==> src/rtl/ghost_move_scheduler_pkg.sv <==
// Shared constants, state encoding and helpers for the ghost move scheduler.
package ghost_move_scheduler_pkg;

  localparam logic [2:0] PACMAN = 3'd0;
  localparam logic [2:0] GHOST1 = 3'd1;
  localparam logic [2:0] GHOST2 = 3'd2;
  localparam logic [2:0] GHOST3 = 3'd3;
  localparam logic [2:0] GHOST4 = 3'd4;

  localparam int DEFAULT_X_MAX = 159;
  localparam int DEFAULT_Y_MAX = 119;

  typedef enum logic [3:0] {
    IDLE,
    PAC_RD,
    PAC_CAP,
    G_RD,
    G_CAP,
    Q_PRI,
    Q_ALT,
    WRITE,
    NEXT,
    DONE
  } state_e;

  // Lowest enabled ghost strictly above cur; PACMAN (0) when none remain.
  function automatic logic [2:0] next_ghost(input logic [3:0] mask, input logic [2:0] cur);
    logic [2:0] nxt;
    nxt = PACMAN;
    if (cur < GHOST1 && mask[0]) nxt = GHOST1;
    else if (cur < GHOST2 && mask[1]) nxt = GHOST2;
    else if (cur < GHOST3 && mask[2]) nxt = GHOST3;
    else if (cur < GHOST4 && mask[3]) nxt = GHOST4;
    return nxt;
  endfunction

endpackage

==> src/rtl/ghost_move_scheduler_step_calc.sv <==
// Combinational chase-step proposal: primary/alternate one-step candidates toward Pacman.
module ghost_step_calc
  import ghost_move_scheduler_pkg::*;
#(
  parameter int STEP  = 1,
  parameter int X_MAX = DEFAULT_X_MAX,
  parameter int Y_MAX = DEFAULT_Y_MAX
) (
  input  logic [7:0] pac_x,
  input  logic [7:0] pac_y,
  input  logic [7:0] ghost_x,
  input  logic [7:0] ghost_y,
  output logic [7:0] pri_x,
  output logic [7:0] pri_y,
  output logic       pri_valid,
  output logic [7:0] alt_x,
  output logic [7:0] alt_y,
  output logic       alt_valid
);

  logic signed [8:0] dx, dy;
  logic [8:0] abs_dx, abs_dy;
  logic [7:0] cand_x, cand_y;
  logic x_ok, y_ok, x_primary;

  // Move cur by STEP in the direction of d, saturating at 0 and at lim.
  // Extra headroom bits keep cur+STEP from wrapping before the clamp.
  function automatic logic [7:0] step_toward(input logic [7:0] cur, input logic signed [8:0] d,
                                             input int lim);
    logic [9:0] wide;
    wide = {2'b00, cur};
    if (d != 9'sd0) begin
      if (!d[8]) wide = {2'b00, cur} + 10'(STEP);
      else if ({2'b00, cur} < 10'(STEP)) wide = 10'd0;
      else wide = {2'b00, cur} - 10'(STEP);
    end
    if (wide > 10'(lim)) wide = 10'(lim);
    return wide[7:0];
  endfunction

  // Signed distances, per-axis candidates, and primary/alternate ordering (ties favour x).
  always_comb begin
    dx = $signed({1'b0, pac_x}) - $signed({1'b0, ghost_x});
    dy = $signed({1'b0, pac_y}) - $signed({1'b0, ghost_y});
    abs_dx = dx[8] ? 9'(-dx) : 9'(dx);
    abs_dy = dy[8] ? 9'(-dy) : 9'(dy);
    cand_x = step_toward(ghost_x, dx, X_MAX);
    cand_y = step_toward(ghost_y, dy, Y_MAX);
    x_ok = (dx != 9'sd0) && (cand_x != ghost_x);
    y_ok = (dy != 9'sd0) && (cand_y != ghost_y);
    x_primary = (abs_dx >= abs_dy);
    if (x_primary) begin
      pri_x = cand_x;  pri_y = ghost_y; pri_valid = x_ok;
      alt_x = ghost_x; alt_y = cand_y;  alt_valid = y_ok;
    end else begin
      pri_x = ghost_x; pri_y = cand_y;  pri_valid = y_ok;
      alt_x = cand_x;  alt_y = ghost_y; alt_valid = x_ok;
    end
  end

endmodule

==> src/rtl/ghost_move_scheduler.sv <==
// Per-tick round sequencer: reads Pacman and each enabled ghost, queries the maze, writes moves back.
module ghost_move_scheduler
  import ghost_move_scheduler_pkg::*;
#(
  parameter int STEP  = 1,
  parameter int X_MAX = DEFAULT_X_MAX,
  parameter int Y_MAX = DEFAULT_Y_MAX
) (
  input  logic       clock_50,
  input  logic       reset,
  input  logic       tick,
  input  logic [3:0] ghost_enable,
  input  logic [7:0] regs_x_out,
  input  logic [7:0] regs_y_out,
  output logic [2:0] character_type,
  output logic       readwrite,
  output logic [7:0] x_in,
  output logic [7:0] y_in,
  output logic       query_req,
  output logic [7:0] query_x,
  output logic [7:0] query_y,
  input  logic       query_done,
  input  logic       query_blocked,
  output logic       busy,
  output logic       done,
  output logic       tick_overrun
);

  state_e state_q, state_d;
  logic pend_q, pend_d;
  logic [3:0] mask_q, mask_d;
  logic [2:0] g_q, g_d, nxt_ghost;
  logic [7:0] pac_x_q, pac_x_d, pac_y_q, pac_y_d;
  logic [7:0] gx_q, gx_d, gy_q, gy_d;
  logic [7:0] acc_x_q, acc_x_d, acc_y_q, acc_y_d;
  logic [7:0] calc_gx, calc_gy, pri_x, pri_y, alt_x, alt_y;
  logic pri_valid, alt_valid;

  // In G_CAP the ghost coordinate is still on the read bus, so decide from it directly.
  assign calc_gx = (state_q == G_CAP) ? regs_x_out : gx_q;
  assign calc_gy = (state_q == G_CAP) ? regs_y_out : gy_q;
  assign nxt_ghost = next_ghost(mask_q, g_q);

  ghost_step_calc #(.STEP(STEP), .X_MAX(X_MAX), .Y_MAX(Y_MAX)) u_calc (
    .pac_x(pac_x_q), .pac_y(pac_y_q), .ghost_x(calc_gx), .ghost_y(calc_gy),
    .pri_x(pri_x), .pri_y(pri_y), .pri_valid(pri_valid),
    .alt_x(alt_x), .alt_y(alt_y), .alt_valid(alt_valid)
  );

  // Next-state, pending-tick and datapath-capture logic.
  always_comb begin
    state_d = state_q;
    pend_d  = pend_q;
    mask_d  = mask_q;
    g_d     = g_q;
    pac_x_d = pac_x_q;
    pac_y_d = pac_y_q;
    gx_d    = gx_q;
    gy_d    = gy_q;
    acc_x_d = acc_x_q;
    acc_y_d = acc_y_q;
    if (state_q != IDLE && tick && !pend_q) pend_d = 1'b1;
    case (state_q)
      IDLE: begin
        if (tick || pend_q) begin
          state_d = PAC_RD;
          mask_d  = ghost_enable;
          g_d     = PACMAN;
          pend_d  = tick && pend_q;
        end
      end
      PAC_RD: state_d = PAC_CAP;
      PAC_CAP: begin
        pac_x_d = regs_x_out;
        pac_y_d = regs_y_out;
        if (nxt_ghost != PACMAN) begin
          g_d = nxt_ghost;
          state_d = G_RD;
        end else begin
          state_d = DONE;
        end
      end
      G_RD: state_d = G_CAP;
      G_CAP: begin
        gx_d = regs_x_out;
        gy_d = regs_y_out;
        if (pri_valid) state_d = Q_PRI;
        else if (alt_valid) state_d = Q_ALT;
        else state_d = NEXT;
      end
      Q_PRI: begin
        if (query_done) begin
          if (!query_blocked) begin
            acc_x_d = pri_x;
            acc_y_d = pri_y;
            state_d = WRITE;
          end else if (alt_valid) begin
            state_d = Q_ALT;
          end else begin
            state_d = NEXT;
          end
        end
      end
      Q_ALT: begin
        if (query_done) begin
          if (!query_blocked) begin
            acc_x_d = alt_x;
            acc_y_d = alt_y;
            state_d = WRITE;
          end else begin
            state_d = NEXT;
          end
        end
      end
      WRITE, NEXT: begin
        if (nxt_ghost != PACMAN) begin
          g_d = nxt_ghost;
          state_d = G_RD;
        end else begin
          state_d = DONE;
        end
      end
      DONE: state_d = IDLE;
      default: state_d = IDLE;
    endcase
  end

  // State and datapath registers with synchronous reset.
  always_ff @(posedge clock_50) begin
    if (reset) begin
      state_q <= IDLE;
      pend_q  <= 1'b0;
      mask_q  <= 4'd0;
      g_q     <= PACMAN;
      pac_x_q <= 8'd0;
      pac_y_q <= 8'd0;
      gx_q    <= 8'd0;
      gy_q    <= 8'd0;
      acc_x_q <= 8'd0;
      acc_y_q <= 8'd0;
    end else begin
      state_q <= state_d;
      pend_q  <= pend_d;
      mask_q  <= mask_d;
      g_q     <= g_d;
      pac_x_q <= pac_x_d;
      pac_y_q <= pac_y_d;
      gx_q    <= gx_d;
      gy_q    <= gy_d;
      acc_x_q <= acc_x_d;
      acc_y_q <= acc_y_d;
    end
  end

  // Register-file and maze-query port decode; writes only ever happen in WRITE.
  always_comb begin
    character_type = PACMAN;
    readwrite      = 1'b0;
    x_in           = 8'd0;
    y_in           = 8'd0;
    query_req      = 1'b0;
    query_x        = 8'd0;
    query_y        = 8'd0;
    case (state_q)
      G_RD, G_CAP, NEXT: character_type = g_q;
      Q_PRI: begin
        character_type = g_q;
        query_req = 1'b1;
        query_x = pri_x;
        query_y = pri_y;
      end
      Q_ALT: begin
        character_type = g_q;
        query_req = 1'b1;
        query_x = alt_x;
        query_y = alt_y;
      end
      WRITE: begin
        character_type = g_q;
        readwrite = 1'b1;
        x_in = acc_x_q;
        y_in = acc_y_q;
      end
      default: ;
    endcase
  end

  assign busy         = (state_q != IDLE);
  assign done         = (state_q == DONE);
  assign tick_overrun = tick && pend_q && (state_q != IDLE);

endmodule

==> config.mk <==
export PLATFORM = sky130hd
export DESIGN_NAME = ghost_move_scheduler
export DESIGN_NICKNAME = d
export VERILOG_FILES = /design/src/rtl/ghost_move_scheduler_pkg.sv /design/src/rtl/ghost_move_scheduler_step_calc.sv /design/src/rtl/ghost_move_scheduler.sv
export SDC_FILE = /design/constraint.sdc
export NUM_CORES = 1
export LEC_CHECK = 0
export CORE_MARGIN = 5
export CORE_UTILIZATION = 55
export CTS_BUF_LIST = sky130_fd_sc_hd__clkbuf_16
export CTS_CLUSTER_SIZE = 16
export DETAILED_ROUTE_END_ITERATION = 6
export GPL_ROUTABILITY_DRIVEN = 0
export PLACE_DENSITY = 0.83
export SYNTH_ARGS = -nofsm -noshare
export SYNTH_HDL_FRONTEND = slang
export SYNTH_SLANG_ARGS = --single-unit
==> constraint.sdc <==
create_clock -name clock_50 -period 10.5 [get_ports clock_50]
set_input_delay 1.575 -clock clock_50 [delete_from_list [all_inputs] [get_ports clock_50]]
set_output_delay 1.575 -clock clock_50 [all_outputs]
set_load 0.05 [all_outputs]
### Word level (Yosys, flattened, before mapping)

Index checks and enable logic that the tools add are counted.
W data, S select, Z words.

* flip-flop bits (word level): 60
* input bits: 25
* output and inout bits: 40
* word-level logic and storage cells: 124

* add/sub/neg operators: 8
* magnitude comparators: 9
* eq/ne operators: 17
* mux-type cells: 54
* reductions and logical operators: 26

Operator list (number)
* $mux W8: 18
* $pmux W8 S2: 4
* $mux W10: 6
* $mux W4: 8
* $pmux W4 S7: 1
* $mux W3: 7
* $add A8 B1 Y9 const B: 2
* $mux W9: 2
* $neg A9 Y9: 2
* $reduce_bool A9 Y1: 2
* $sub A8 B1 Y9 const B: 2
* $sub A8 B8 Y9: 2
* $eq A4 B3 Y1 const B: 4
* $lt A8 B1 Y1 const B: 2
* $ne A8 B8 Y1: 2
* $gt A10 B7 Y1 const B: 1
* $gt A10 B8 Y1 const B: 1
* $logic_and A1 B1 Y1: 10
* $ne A2 B2 Y1 const B: 5
* $ge A9 B9 Y1: 1
* $eq A4 B2 Y1 const B: 2
* $eq A4 B4 Y1 const B: 2
* $mux W1: 7
* $lt A3 B2 Y1 const B: 2
* other kinds (17): 19

### Logic depth before layout (Yosys ltp)

* depth after elaboration: 15
* depth in mapped cells: 32
* mapped depth without buffers: 25

### Modules after synthesis

A second synthesis with hierarchy kept.

* cells, all modules: 805
* area, all modules: 5993.2 µm²

By module, submodules not included
* ghost_move_scheduler: times used 1, cells an instance 356, area an instance 3079.2 µm², sequential area each 1201.2 µm²
* ghost_step_calc: times used 1, cells an instance 449, area an instance 2914.0 µm², sequential area each 0.0 µm²

### Least setup slack after synthesis

No wires, ideal clock.

* kind: in2out
* start: input regs_y_out[3]
* end: output query_y[3]
* arrival time: 7.464 ns
* data required time: 8.925 ns
* setup slack: 1.461 ns
* cell stages on the path: 24
* path buffers: 3
* path through: mux2i_1 clkbuf_1 ha_1 nand3b_1 mux2i_1 nor2_1 nand2_1 a31oi_1 clkbuf_1 clkbuf_1 nor2_1 a21oi_1 ha_1 a21o_1 a21o_1 a21o_1 a21o_1 a21o_1 a21o_1 a21o_1 a21oi_1 nand2_1 o31a_1 o32ai_1

* word-level cells in the longest chain between the ends: 9
* elaborated cells between the ends (all ways): 17
* those cells by class: add/sub: 4; order compare: 3; mux: 9; reduce/logical: 1

Ends and longest elaborated chain
* from (decl): line ghost_move_scheduler.sv:14 `input logic [7:0] regs_y_out,`
* $mux W8 *
* branches (longest 7 deep; another with $sub A8 B8 Y9)
* $pmux W8 S2 *: line ghost_move_scheduler.sv:164 `case (state_q)`
* to (decl): line ghost_move_scheduler.sv:21 `output logic [7:0] query_y,`

Every way passes the cells marked *.

### Worst setup path after layout

* start: input regs_x_out[6]
* end: output query_y[3]

* word-level cells in the longest chain between the ends: 7
* elaborated cells between the ends (all ways): 8
* those cells by class: add/sub: 2; order compare: 1; mux: 5

Ends and longest elaborated chain
* from (decl): line ghost_move_scheduler.sv:13 `input logic [7:0] regs_x_out,`
* $mux W8 *
* $sub A8 B8 Y9 *: line ghost_move_scheduler_step_calc.sv:43 `dx = $signed({1'b0, pac_x}) - $signed({1'b0, ghost_x});`
* $neg A9 Y9: line ghost_move_scheduler_step_calc.sv:45 `abs_dx = dx[8] ? 9'(-dx) : 9'(dx);`
* $mux W9 *: line ghost_move_scheduler_step_calc.sv:45
* $ge A9 B9 Y1 *: line ghost_move_scheduler_step_calc.sv:51 `x_primary = (abs_dx >= abs_dy);`
* $mux W8: line ghost_move_scheduler_step_calc.sv:52 `if (x_primary) begin`
* $pmux W8 S2 *: line ghost_move_scheduler.sv:164

Mark *: on every way between the ends. The rest lies on a longest branch, timed or not.

==> flow_metrics.py <==
metrics = {
    "timing": {
        "final_slew_viol_count": 0,
        "setup_viol_count_final": 0,
        "period_share_pct": 86.9,
        "final_hold_viol_count": 0,
        "fin_skew_ns": 0.00915,
        "relative_max_transition_margin_pct": 17.8,
        "finalWorstPathRequiredPeriod_ns": 9.12,
        "worst_slew_pin_slew_ns": 1.23,
        "totalNegativeSetupSlack_ns": 0,
        "grt_setup_unrepaired": "no",
        "finalWorstSetupSlack_ns": 1.38,
        "fmaxAchievable_mhz": 110,
    },
    "synthesis": {
        "synth.yosys.seq_area_share_pct": 20.5,
        "synth.cell_area_um2": 5860,
        "synthesis.instances": 811,
        "syn_nets": 864,
        "post_synth.cell_area_avg_um2": 7.22,
        "synthesized_flop_and_latch_total": 60,
        "postSynth.topFlopCell": "dfxtp_1",
        "ys_async_sr_fraction_pct": 0,
        "synthDistinctLibCells": 87,
        "synth_warnings": 0,
        "edff_count_synth": 0,
    },
    "final_layout": {
        "share_of_cells_above_drive_strength_1_pct": 10.1,
        "antenna_cells": 0,
        "areaGrowthSynthToFinish_pct": 16.3,
        "final_design_area_no_fill_um2": 6810,
        "commonest_cells_after_routing_fill_and_taps_aside": "nand2_1 (109), nor2_1 (105), a21oi_1 (66)",
        "nNetsFinal": 901,
        "core_occupancy_in_the_finished_layout_pct": 65.7,
        "mostFrequentLayoutCell": "nand2_1",
    },
    "clocking": {
        "clock_transition_time_at_the_flip_flop_clock_pins_of_the_worst_setup_and_hold_paths_ns": 0.05,
        "cts_tree": "yes",
        "cts.repair.resized": 0,
        "cts.hold.buffers_added": 0,
        "cts_max_path_buffers": 2,
        "cts_max_level": 3,
        "root_buffer": "clkbuf_16",
        "cts.repair_timing.setup_buffer_count": 0,
        "cts_buffers": 9,
        "worstSkewPairLatency_ns": 0.34,
        "numClockSinks": 60,
    },
    "setup_path": {
        "worst-setup-path-type": "in -> out",
        "critical_path_peak_fanout": 26,
        "slowest_stage": "a21oi_1",
        "critical-path-top-cell-by-count": "a21o_1",
        "crit_path_start_kind": "input pin",
        "arrival_ns": 7.55,
        "cell_by_cell_trace_of_the_critical_path": "clkdlybuf4s50_1 -> mux2_2 -> inv_1 -> ha_1 -> a31o_2 -> a221o_1 -> a31o_2 -> nor2_1 -> xnor2_1 -> ha_1 -> a21o_1 -> a21o_1 -> a21o_1 -> a21o_1 -> a21o_1 -> a21o_1 -> a21oi_1 -> nand2_1 -> o31a_1 -> o32ai_1 -> buf_4",
        "cp_slowest_stage_delay_ns": 0.68,
        "crit_path_end_kind": "output port",
        "cp.required_ns": 8.93,
    },
    "global_route": {
        "grt-ovfl-total": 0,
        "grt.total_usage_pct": 27.1,
        "vias_in_the_first_global_route": 6156,
        "grt_first_pass_wirelength_mm": 29.0,
        "antenna_found_initial": 0,
        "grt_max_degree": 60,
    },
    "run_status": {
        "run_status": "completed",
    },
    "route": {
        "vias_per_cell": 6.39,
        "first_iter_violations": 648,
        "detail_route.wl_per_cell_um": 17.7,
        "route.vias.total": 6323,
        "detail_route.first_pass.iterations": 5,
        "drc": 0,
        "antenna_left": 0,
        "drt-total-wl_mm": 17.5,
    },
    "floorplan": {
        "die_height_um": 113,
        "die_width_um": 113,
        "boundaryPins": 65,
        "initial_utilization_pct": 56.5,
        "design.die.area_um2": 12800,
        "fp-row-count": 37,
        "core-area_um2": 10400,
    },
    "run": {
        "max_cap_viol_count": 0,
    },
    "pwr": {
        "peakVddDrop_uv": 392,
        "total_power_uw": 2500,
        "cellPowerDensity_nw_per_um2": 366,
        "p_leak_uw": 0.00262,
    },
    "place": {
        "place.port_buffers": 64,
        "placement.setup.worst_slack_ns": 1.53,
        "dpl_cell_area_um2": 6500,
        "detailed_place_hpwl_mm": 12.6,
    },
    "min_path": {
        "hold_path_class": "reg -> reg",
    },
}
[power by group]
group          internal (uW)  switching [uW]  total (uW)
Combinational            640            1260        1900
Clock                    204             109         313
Sequential               250            34.9         284
[flip-flops by register name, summed over array words and instances (netlist names)]
| name | count |
|---|---|
| pend_q | 1 |
| g_q | 3 |
| acc_x_q | 8 |
| pac_x_q | 8 |
| acc_y_q | 8 |
| state_q | 4 |
| mask_q | 4 |
| gy_q | 8 |
| gx_q | 8 |
| pac_y_q | 8 |
[through the flow]
stage,cells,hold WS [ns]
global route,989,0.477
floorplan,811,0.427
finish,989,0.446
CTS,989,0.449
detailed placement,973,0.441
global placement,973,0.439
[routing by layer]
| metal | up-vias | track usage, % | routed length [um] |
|---|---|---|---|
| li1 | 3009 | - | - |
| met1 | 2968 | 32.6 | 6800 |
| met2 | 278 | 47.1 | 8660 |
| met3 | 68 | 5.56 | 1320 |
| met4 | 0 | 11.2 | 685 |
| met5 | - | 0 | 0 |
[critical path: cells and delay by family]
family | cells | cell delay (ns)
AO/OA/AOI/OAI | 12 | 3.44
XOR/XNOR | 1 | 0.15
multiplexers | 1 | 0.32
buffers and inverters | 3 | 1.01
adder cells (fa/ha/maj) | 2 | 0.63
AND/OR/NAND/NOR | 2 | 0.39
[layout make-up]
class                           instances  area [um2]
Tap cell                              136         170
Sequential cell                        60        1200
Clock inverter                          7        82.6
Fill cell                             895        3560
Multi-Input combinational cell        676        4360
Clock buffer                            9         225
Inverter                               29         111
Timing Repair Buffer                   72         656
[cell families (layout without fill, tap and decap cells)]
kind of cell / Yosys count / in the layout / share of synthesized area [%]
xor+xnor: 32 / 32 / 4.79
compound gates: 234 / 234 / 28.0
fa+ha+maj: 30 / 30 / 6.47
buf+inv: 75 / 117 / 5.28
mux: 33 / 33 / 6.50
flops: 60 / 60 / 20.5
simple gates: 347 / 347 / 28.5
[path summary, 6_finish.rpt]
check / startpoint / end / slack, ns / cells past startpoint
hold / removal: acc_x_q[2]$_SDFFE_PP0P_ / acc_x_q[2]$_SDFFE_PP0P_ / 0.45 / 2
hold reg to reg: acc_x_q[2]$_SDFFE_PP0P_ / acc_x_q[2]$_SDFFE_PP0P_ / 0.45 / 2
setup reg to reg: state_q[2]$_SDFFE_PP0P_ / acc_x_q[6]$_SDFFE_PP0P_ / 3.05 / 21
setup / recovery: regs_x_out[6] / query_y[3] / 1.38 / 21
[cells in the mapped netlist, drive strengths merged, types with 11 or more instances]
cell    number  area (um2)
nand2      109         409
nor2       105         394
a21oi       69         364
dfxtp       60        1200
clkbuf      32         120
o21ai       32         168
ha          27         338
inv         27         104
nor3        25         130
and2        24         150
xnor2       22         193
nand3       21         118
o22ai       21         131
mux2i       19         223
nand2b      18         113
a21o        14         105
a31oi       14         109
buf         14        77.6
mux2        14         158
a211oi      13        97.6
nand4       11        83.8
Note: power is estimated with default switching activity, not from simulation.
==> variant: new RTL, same flow settings <==
Take the reset off `gx_q` and `gy_q` and load them in a clocked block of their own.
--- a/src/rtl/ghost_move_scheduler.sv
+++ b/src/rtl/ghost_move_scheduler.sv
@@ -136,4 +136,2 @@
       pac_y_q <= 8'd0;
-      gx_q    <= 8'd0;
-      gy_q    <= 8'd0;
       acc_x_q <= 8'd0;
@@ -147,4 +145,2 @@
       pac_y_q <= pac_y_d;
-      gx_q    <= gx_d;
-      gy_q    <= gy_d;
       acc_x_q <= acc_x_d;
@@ -152,2 +148,7 @@
     end
+  end
+
+  always_ff @(posedge clock_50) begin
+    gx_q <= gx_d;
+    gy_q <= gy_d;
   end
Function: same outputs for any inputs over 4 cycles, from zero or initial values and one cycle with reset high; that may be too few to reach the edited logic, so the function may still have changed.
==> variant against the unedited design <==
Die area up 0.53%. Routed wire length is 0.39% lower. Fmax is 5.4% lower. Critical path type unchanged. Design area rose by 1.2%. Worst setup slack worse by 0.52 ns. Non-clock buffer count is 5 higher. Clock skew grew 0.0037 ns. Sequential cell count unchanged. Via count up 1.5%. Count of clock-buffer cells in the layout unchanged. Combinational power rose by 6%. Power increased by 7.2%. Area after synthesis rose by 0.58%.
==> variant: results (changes against the unedited design) <==
[synthesis]
synth_compound_area_share_pct = 27.3  ; -0.71 points
synth_mux_area_share_pct = 5.27  ; -1.2 points
synth_common_cells = nand2_1, a21oi_1, nor2_1
synth_cell_types = 83  ; -4.6%
synthXorXnorAreaFrac_pct = 5.63  ; +0.84 points
synth_nets = 898  ; +3.9%
ys_seq_area_share_pct = 20.4  ; -0.12 points
yosys-top-cells-area = dfxtp_1, nand2_1, a21oi_1, ha_1, nor2_1
synth-adder-area-share_pct = 6.69  ; +0.22 points
syn_area_per_cell_sq_um = 6.95  ; -3.7%

[grt]
grt_pass1_vias = 5863  ; -4.8%
grt_max_degree = 47  ; -22%
grt_pass1_wl_um = 28600  ; -1.5%
grt_usage_pct = 26.8  ; -0.36 points

[final_layout]
nets = 932  ; +3.4%
diodes = 0  ; unchanged
layout-drive-gt1-share_pct = 7.45  ; -2.6 points

[routing]
first_iter_violations = 832  ; +28%
viasPerCell = 6.28  ; -1.8%
first_pass_iters = 5  ; unchanged
drt-total-wl_um = 17400  ; -0.39%
detailroute.via_count = 6415  ; +1.5%

[placed_design]
hpwl_um = 12500  ; -0.47%
place_area_sq_um = 6590  ; +1.3%
dp_cells = 1006  ; +3.4%
pre_cts_ws_ns = 0.995  ; -0.534 ns
portBuffers = 64  ; unchanged

[power]
seq_power_uw = 346  ; +22%
ir_worst_vdd_mv = 0.351  ; -10%
power.internal_mw = 1.21  ; +10%
pg_clk_uw = 314  ; about the same
leakage_nw = 2.58  ; -1.7%
swShare_pct = 55.0  ; -1.2 points

[timing]
max_slew_margin_pct = 29.0  ; +11 points
finClkSkew_ns = 0.0128  ; +0.00366 ns

[worst_setup_path]
crit_fanout = 36  ; +38%
cp.arrival_ns = 8.07  ; +0.52 ns

[status]
status = complete, no violations

[clock_network]
insertion_delay_ns = 0.35
root_buffer = clkbuf_16
htree_levels = 3  ; unchanged

[variant: worst max-delay path: stages]
cell,delay [ns]
clkdlybuf4s50_1,0.47
nand2_1,0.06
nand2_1,0.34
ha_1,0.24
fa_1,0.26
nand2_1,0.08
mux2_2,0.29
a221oi_2,0.38
o211ai_1,0.18
a41oi_1,0.38
and2_1,0.52
nand2_1,0.13
xor2_1,0.17
ha_1,0.28
nor2b_1,0.12
o21ai_0,0.14
nand2b_1,0.07
a21oi_1,0.14
nor2b_1,0.05
o21ai_0,0.13
nand2b_1,0.11
a21oi_4,0.17
buf_4,0.27
buf_4,0.36
o21ai_0,0.15
o22ai_1,0.15
clkdlybuf4s50_1,0.84
[variant: area by class of cell]
class / count / area (sq um)
fill: 926 / 3470
tap: 136 / 170
clock buffer: 9 / 225
multi-input combinational: 699 / 4350
timing repair buffer: 77 / 738
inverter: 34 / 128
clock inverter: 7 / 81.3
sequential: 60 / 1200
[variant: final timing paths]
kind,startpoint,to,slack [ns],cells after the start
setup / recovery,regs_y_out[0],query_x[4],0.86,27
hold / removal,acc_y_q[6]$_SDFFE_PP0P_,acc_y_q[6]$_SDFFE_PP0P_,0.45,2
setup reg to reg,state_q[2]$_SDFFE_PP0P_,acc_y_q[4]$_SDFFE_PP0P_,2.84,28
hold reg to reg,acc_y_q[6]$_SDFFE_PP0P_,acc_y_q[6]$_SDFFE_PP0P_,0.45,2
[variant: routing by layer]
metal	track usage (%)	vias up	wire (um)
met3	5.09	55	1570
met4	12.3	0	661
met5	0	-	0
met2	42.1	351	7710
li1	-	3105	-
met1	35.5	2904	7450
